==> src/rtl/operand_loader_pkg.sv <==
// -----------------------------------------------------------------------------
// operand_loader_pkg
//
// Shared definitions for the operand entry sequencer.
//   STATE_W  : width of the FSM state, also the width of the LED state port.
//   state_e  : legal FSM encodings. The remaining code 2'b11 is illegal and is
//              recovered to S_X by the FSM.
// -----------------------------------------------------------------------------
package operand_loader_pkg;

  localparam int STATE_W = 2;

  typedef enum logic [STATE_W-1:0] {
    S_X    = 2'b00,  // waiting for operand x
    S_Y    = 2'b01,  // waiting for operand y
    S_DONE = 2'b10   // x and y form a complete pair
  } state_e;

endpackage : operand_loader_pkg

==> src/rtl/button_debouncer.sv <==
// -----------------------------------------------------------------------------
// button_debouncer
//
// Turns one raw, active-low, asynchronous push-button into a single-cycle
// strobe per clean press. Reusable for any key.
//
// Ports
//   clock  in   system clock, rising edge
//   reset  in   asynchronous active-low reset
//   key_n  in   raw key, active low, asynchronous to clock
//   press  out  registered one-cycle strobe, one per debounced 1->0 change
//
// Pipeline, with key_n low from just after edge 0:
//   synchronized level low after edge 2, debounced level low after
//   edge 2 + DEBOUNCE_CYCLES, press high after edge 3 + DEBOUNCE_CYCLES.
// -----------------------------------------------------------------------------
module button_debouncer #(
  parameter int DEBOUNCE_CYCLES = 500000  // must be >= 1
) (
  input  logic clock,
  input  logic reset,
  input  logic key_n,
  output logic press
);

  localparam int CNT_W = $clog2(DEBOUNCE_CYCLES + 1);

  // Count value at which one more disagreeing cycle completes the interval.
  localparam logic [CNT_W-1:0] CNT_LAST = CNT_W'(DEBOUNCE_CYCLES - 1);

  logic [1:0]       sync_q;        // [0] first stage, [1] synchronized level
  logic             level_q;       // debounced key level (1 = released)
  logic             level_d;
  logic             level_prev_q;  // debounced level one cycle earlier
  logic [CNT_W-1:0] cnt_q;         // consecutive cycles sync differs from level
  logic [CNT_W-1:0] cnt_d;
  logic             press_q;
  logic             press_d;

  logic             sync_level;
  assign sync_level = sync_q[1];

  always_comb begin
    // NOTE: every signal driven here gets a default first, so no branch can
    // leave it unassigned and infer a latch.
    level_d = level_q;
    cnt_d   = '0;
    press_d = level_prev_q & ~level_q;  // falling edge only; release is ignored

    // Agreement clears the count (default above); any disagreement that
    // persists for the full interval is accepted as the new level.
    if (sync_level != level_q) begin
      if (cnt_q == CNT_LAST) begin
        level_d = sync_level;
      end else begin
        cnt_d = cnt_q + CNT_W'(1);
      end
    end
  end

  always_ff @(posedge clock or negedge reset) begin
    if (!reset) begin
      sync_q       <= 2'b11;
      level_q      <= 1'b1;
      level_prev_q <= 1'b1;
      cnt_q        <= '0;
      press_q      <= 1'b0;
    end else begin
      // NOTE: non-blocking assignments so every flop samples the pre-edge
      // value; this is what makes the two sync stages a real shift register.
      sync_q       <= {sync_q[0], key_n};
      level_q      <= level_d;
      level_prev_q <= level_q;
      cnt_q        <= cnt_d;
      press_q      <= press_d;
    end
  end

  assign press = press_q;

endmodule : button_debouncer

==> src/rtl/operand_loader.sv <==
// -----------------------------------------------------------------------------
// operand_loader
//
// Operand entry sequencer between the board key/switches and the ALU. Each
// debounced press captures the switch value, first as x, then as y; the ALU
// sees registered operands plus a valid flag marking a complete pair.
//
// Ports
//   clock    in   system clock, rising edge
//   reset    in   asynchronous active-low reset
//   key_n    in   raw push-button, active low
//   data_in  in   switch value, quasi-static, sampled only on the capture edge
//   x        out  registered operand x
//   y        out  registered operand y
//   valid    out  x and y form a complete pair
//   press    out  one-cycle strobe per debounced press
//   state    out  current FSM state for the LEDs
//
// Capture happens on the edge where press is high, i.e. DEBOUNCE_CYCLES + 4
// edges after a stable key fall.
// -----------------------------------------------------------------------------
module operand_loader
  import operand_loader_pkg::*;
#(
  parameter int WIDTH           = 4,
  parameter int DEBOUNCE_CYCLES = 500000
) (
  input  logic               clock,
  input  logic               reset,
  input  logic               key_n,
  input  logic [WIDTH-1:0]   data_in,
  output logic [WIDTH-1:0]   x,
  output logic [WIDTH-1:0]   y,
  output logic               valid,
  output logic               press,
  output logic [STATE_W-1:0] state
);

  logic               press_s;

  // State is held as a raw vector so the illegal code 2'b11 is representable
  // and can be recovered from.
  logic [STATE_W-1:0] state_q;
  logic [STATE_W-1:0] state_d;
  logic [WIDTH-1:0]   x_q;
  logic [WIDTH-1:0]   x_d;
  logic [WIDTH-1:0]   y_q;
  logic [WIDTH-1:0]   y_d;
  logic               valid_q;
  logic               valid_d;

  button_debouncer #(
    .DEBOUNCE_CYCLES(DEBOUNCE_CYCLES)
  ) u_key_debouncer (
    .clock (clock),
    .reset (reset),
    .key_n (key_n),
    .press (press_s)
  );

  always_comb begin
    state_d = state_q;
    x_d     = x_q;
    y_d     = y_q;
    valid_d = valid_q;

    case (state_q)
      S_X: begin
        if (press_s) begin
          x_d     = data_in;
          state_d = S_Y;
        end
      end
      S_Y: begin
        if (press_s) begin
          y_d     = data_in;
          valid_d = 1'b1;
          state_d = S_DONE;
        end
      end
      S_DONE: begin
        // A press here starts a new pair: y keeps its old value until the
        // next press replaces it, but the pair is no longer valid.
        if (press_s) begin
          x_d     = data_in;
          valid_d = 1'b0;
          state_d = S_Y;
        end
      end
      default: begin
        // Illegal code: recover unconditionally, capture nothing.
        state_d = S_X;
      end
    endcase
  end

  always_ff @(posedge clock or negedge reset) begin
    if (!reset) begin
      state_q <= S_X;
      x_q     <= '0;
      y_q     <= '0;
      valid_q <= 1'b0;
    end else begin
      state_q <= state_d;
      x_q     <= x_d;
      y_q     <= y_d;
      valid_q <= valid_d;
    end
  end

  assign x     = x_q;
  assign y     = y_q;
  assign valid = valid_q;
  assign press = press_s;
  assign state = state_q;

endmodule : operand_loader

==> config.mk <==
export PLATFORM = sky130hd
export DESIGN_NAME = operand_loader
export DESIGN_NICKNAME = d
export VERILOG_FILES = /design/src/rtl/operand_loader_pkg.sv /design/src/rtl/button_debouncer.sv /design/src/rtl/operand_loader.sv
export SDC_FILE = /design/constraint.sdc
export NUM_CORES = 1
export LEC_CHECK = 0
export ABC_AREA = 1
export BUFFER_PORTS_ARGS = -buffer_cell sky130_fd_sc_hd__buf_2
export CAP_MARGIN = 10
export CORE_MARGIN = 2
export CORE_UTILIZATION = 25
export CTS_CLUSTER_DIAMETER = 100
export CTS_CLUSTER_SIZE = 25
export DETAILED_ROUTE_END_ITERATION = 7
export GPL_ROUTABILITY_DRIVEN = 0
export PLACE_DENSITY = 0.45
export SYNTH_ARGS = -nofsm -noshare
export SYNTH_HDL_FRONTEND = slang
export SYNTH_SLANG_ARGS = --single-unit
export TNS_END_PERCENT = 30
==> constraint.sdc <==
create_clock -name clock -period 1.5 [get_ports clock]
set_input_delay 0.075 -clock clock [delete_from_list [all_inputs] [get_ports clock]]
set_output_delay 0.075 -clock clock [all_outputs]
set_load 0.01 [all_outputs]
Word level (Yosys, flattened, before mapping). Cells that the tools add are included.

Memories kept: 0. Bits in latches: 0. Memory bits (writable): 0. Register bits: 35. ROM bits: 0. Word-level logic and storage cells: 35. Output and inout bits: 12.

Add/sub/neg operators: 1. Equality and inequality tests: 7. Muxes and demuxes: 8. Shifts and indexed selects: 0. Reductions and logical operators: 8. Divide/modulo/power cells: 0. Bitwise gates (word level): 2. Multipliers: 0. Order comparisons: 0.

Operators with widths (count): 19-bit two-way mux (2); 19-bit by 1-bit adder with 19-bit output, second input constant (1); 19-bit == test, second input constant (1); 2-bit AND reduction (4); 2-bit by 1-bit != test with 1-bit output, second input constant (3); 2-bit two-way mux (2); 2-bit case mux with 2 select lines (1); 3-bit AND reduction (1); 2-bit by 1-bit == test with 1-bit output, second input constant (1); 2-bit == test, second input constant (1); 2-bit logical NOT (1); 1-bit two-way mux (2); 1-bit case mux with 2 select lines (1); 2-bit nonzero test (1); 2-bit OR reduction (1); 1-bit AND (1); 1-bit != test (1); 1-bit inverter (1).

Logic depth before layout (Yosys ltp).
Word-level depth: 4. Depth in mapped cells: 8.

Hierarchy. A second synthesis with hierarchy kept.

Cells, all modules: 196. Area, all modules: 1679.1 sq um.

By module, submodules not included: button_debouncer (times used 1, seq. area each 605.6 sq um, area each 1253.7 sq um, cells an instance 151); operand_loader (times used 1, seq. area each 275.3 sq um, area each 425.4 sq um, cells an instance 45).

Least setup slack after synthesis. OpenSTA, ideal clock, no wires.

Kind: reg-to-reg. Start: register u_key_debouncer.cnt_q[0]. End: register u_key_debouncer.cnt_q[18]. Path buffers: 0. Cell stages (with the launch flop): 9. Setup time: 119 ps. Arrival: 1109 ps. Clock period less this slack: 1228 ps. Slack: 272 ps. Cell sequence: dfrtp_1 ha_1 nand2_1 nor2_2 nand2_2 nor2_1 nand3_1 nand3_1 nor2_1.

Word-level cells in the longest chain between the ends: 3. Elaborated cells on any way between the ends: 4. Classes of those cells: 1 x add/sub; 1 x eq/ne; 2 x mux.

Ends and longest elaborated chain: from (decl) (line button_debouncer.sv:35) `logic [CNT_W-1:0] cnt_q;`; from (signal assigned) (line button_debouncer.sv:74) `cnt_q <= cnt_d;`; 19-bit by 1-bit adder with 19-bit output / 19-bit == test (equally long branches) (line button_debouncer.sv:56, button_debouncer.sv:53); 19-bit two-way mux * (line button_debouncer.sv:53) `if (cnt_q == CNT_LAST) begin`; 19-bit two-way mux * (line button_debouncer.sv:52) `if (sync_level != level_q) begin`; via u_key_debouncer.cnt_d[18] (line button_debouncer.sv:36) `logic [CNT_W-1:0] cnt_d;`.

The timed path passes the listed nets; every way through them passes the cells marked *. A chain may end at the register's enable or synchronous reset.

Worst setup path in the final report.
Start: register u_key_debouncer.cnt_q[0]. End: register u_key_debouncer.cnt_q[14].

The elaborated chain is that of the path after synthesis.

==> impl_results.md <==
* Clock Path Buffers at 2
* Hold Path Origin: data_in[0]
* Total wire length at about 3.4 mm
* Vias after detailed routing at about 1300
* Clk slew on worst S/H paths at 0.07 ns
* Top-area cell type share of the netlist area at 46.97%
* CTS root buffer: clkbuf_8
* Yosys cell types at 24
* First-pass GRT wire length at 5.609 mm
* Synthesis warning total at 0
* Fraction of final layout cells sized beyond drive strength 1 at 22.57%
* Final period util at between 90 and 100%
* Crit-path slowest cell: dfrtp_1
* Post-synth EDFFs at 0
* Crit path capture type: register
* Power density over the cells at roughly 930 mW/mm^2
* Core area at ~0.0064 mm^2
* Most common cell in the synthesized netlist: nand2_1
* H-tree depth at 2
* Post-route ant nets at 0
* GRT Residual Overflow at 0
* Setup TNS at 0 ns
* Inserted Clock Buffers at 5
* Fin util at between 30% and 40%
* Routed wire per std cell at 11.14 um
* Die footprint at a little over 0.007 mm^2
* Io pins at 19
* Largest net degree at the start of global routing at 19
* DRC violations left at 0
* CP cell instances: ha_1 > nand2_1 > nor2_4 > nand3_1 > nor2_1 > o21ai_0 > nor2_1
* Worst Tran Pin Value at between 0.4 and 0.5 ns
* N_diodes at 0
* Worst path arrival time at roughly 1.6 ns
* Top post-synthesis cells by area: dfrtp_1 47%, nand2_1 8.4%, nor2_1 8.2%
* Final #Nets at about 230
* Setup violators final at 0
* Setup repair bufs after CTS at 0
* Vias/cell at 4.162
* Die width at 85.28 um
* Vias in the first global route at between 1000 and 1500
* Most used cell, CP: nor2_1
* Max transition margin at a little over two thirds
* Starting DRT DRC Count at 25
* Max-slew violation count at 0
* Synth Register Bits at 35
* Power Total at 1881 uW
* Minimum clock period at around 1.4 ns
* Die span in y at approximately 85 um
* Register area share after synthesis at a little over half
* Initial antenna violation count at 0
* Worst hold path depth at 3
* CTS tree: built
* Number of max-cap violations at 0
* Syn avg cell area at approximately 8.5 um^2
* Hold Path End: y[0]$_DFFE_PN0P_
* Overall Global Routing Usage at between 10% and 20%
* Maximum vdd drop at just over 0.3 mV
* Area delta synth->final at 21.89%
* Site row count at 29
* Buffers on Ports at 18
* Clk sink count at 35
* Final hold vios at 0
* Status: complete, no violations
* Initial Util at 25.86%
* Synth Flop Type: dfrtp_1
* Startpoint types: register
* Mapped Area at 0.001652 mm^2
* Post-Syn Nets at 203
* Setup slack, reg-to-reg at ~0.11 ns
* R2R cell count at 7
* Crit path kind: register to register
* Worst Path Max Fanout at 4
* Final Skew at a little under 0.006 ns
* Max Clk Rate at roughly 720 MHz
* LEAKAGE at 0.0009037 uW
* Slowest cell delay on critical path at 0.40 ns
* Skew-Pair Late Insertion Delay at ~0.29 ns
* DR pass1 iterations at 4
* Hold WC Path Type: primary input to register
* Synth area leader: dfrtp_1
* Commonest cells post-synth: 37 x nand2_1, 36 x nor2_1, 31 x dfrtp_1
* Worst path required time at between 1.5 and 2 ns
* RSZ-0062 raised after global routing: false
* Worst r2r src: u_key_debouncer.cnt_q[0]$_DFF_PN0_
* Capturing point of the worst reg2reg path: u_key_debouncer.cnt_q[14]$_DFF_PN0_
* Syn Inst Count at 195
* DP Wirelength at approximately 2.5 mm
* FFs w/ async S/R, synth at 100.0%
==> state kept, by name (all words and copies together) (netlist names) <==
register	count
x	4
u_key_debouncer.press	1
u_key_debouncer.level_prev_q	1
y	4
state	2
u_key_debouncer.cnt_q	19
u_key_debouncer.level_q	1
valid	1
u_key_debouncer.sync_q	2
==> logic make-up after synthesis <==
kind of cell    synth area share [%]
fa+ha+maj                     0.7575
simple gates                   29.09
flops                          53.33
xor+xnor                       5.228
compound gates                 5.455
buf+inv                        6.136
==> per-layer routing <==
metal / global-route usage [%] / up-vias / wire [um]
met4: 4.329 / 0 / 53
met5: 0 / - / 0
met2: 14.99 / 16 / 1544
met1: 13.29 / 580 / 1665
li1: - / 661 / -
met3: 3.307 / 4 / 109
==> how the worst max path moves through the flow <==
stage                                                  start                             endpoint
after floorplan           u_key_debouncer.cnt_q[0]$_DFF_PN0_  u_key_debouncer.cnt_q[18]$_DFF_PN0_
after global placement    u_key_debouncer.cnt_q[0]$_DFF_PN0_   u_key_debouncer.cnt_q[0]$_DFF_PN0_
after detailed placement  u_key_debouncer.cnt_q[0]$_DFF_PN0_   u_key_debouncer.cnt_q[0]$_DFF_PN0_
after CTS                 u_key_debouncer.cnt_q[0]$_DFF_PN0_   u_key_debouncer.cnt_q[0]$_DFF_PN0_
after global routing      u_key_debouncer.cnt_q[0]$_DFF_PN0_  u_key_debouncer.cnt_q[18]$_DFF_PN0_
final                     u_key_debouncer.cnt_q[0]$_DFF_PN0_  u_key_debouncer.cnt_q[14]$_DFF_PN0_
==> worst max-delay path, delay by kind of cell, from the launching register on <==
family | cells | cell delay (ns)
AOI/OAI and AO/OA | 1 | 0.16
adders and majority gates | 1 | 0.22
DFF | 1 | 0.40
and+or+nand+nor | 5 | 0.50
==> cell type report <==
| class | instances | area, um^2 |
|---|---|---|
| clock buffers | 6 | 72.57 |
| fillers | 676 | 4373 |
| clock inverters | 2 | 37.54 |
| inverters | 27 | 101.3 |
| flip-flops and latches | 35 | 880.8 |
| repair buffers | 23 | 145.1 |
| multi-input cells | 133 | 679.4 |
| well taps | 77 | 96.34 |
==> report_power, final <==
group / total [uW] / internal, uW / switching [uW]
sequential: 961 / 955 / 6.19
combinational: 67.4 / 25.4 / 42.1
clock: 852 / 496 / 356
==> layout by cell type (no fill, tap or decap), drive strengths merged, types with 2 or more instances in the layout <==
master,netlist,routed
nor2,46,46
nand2,41,41
dfrtp,31,31
inv,27,27
buf,0,21
nand3,14,14
o21ai,12,12
xor2,7,7
clkbuf,0,6
dfstp,4,4
nor3,3,3
a21oi,2,2
xnor2,2,2
o22ai,2,2
dlygate4sd3,0,2
==> through the flow <==
step	instance area, um^2	setup slack (ns)	hold slack [ns]	instances
3_3_place_gp	1873	0.1116	0.05932	293
2_1_floorplan	1652	0.2724	-0.2206	195
6_report	2013	0.1079	0.05078	303
3_5_place_dp	1873	0.06153	0.04674	293
5_1_grt	2013	0.007509	0.05392	303
4_1_cts	2003	0.04139	0.04118	303
==> what timing repair did <==
| action | 4_1_cts | 5_1_grt |
|---|---|---|
| hold buffers | 2 | 0 |
| resized for setup | 0 | 3 |
| setup endpoints to repair | 0 | 7 |
| endpoints found under the hold margin | 14 | 0 |
Power figures use the tool's default switching activity.
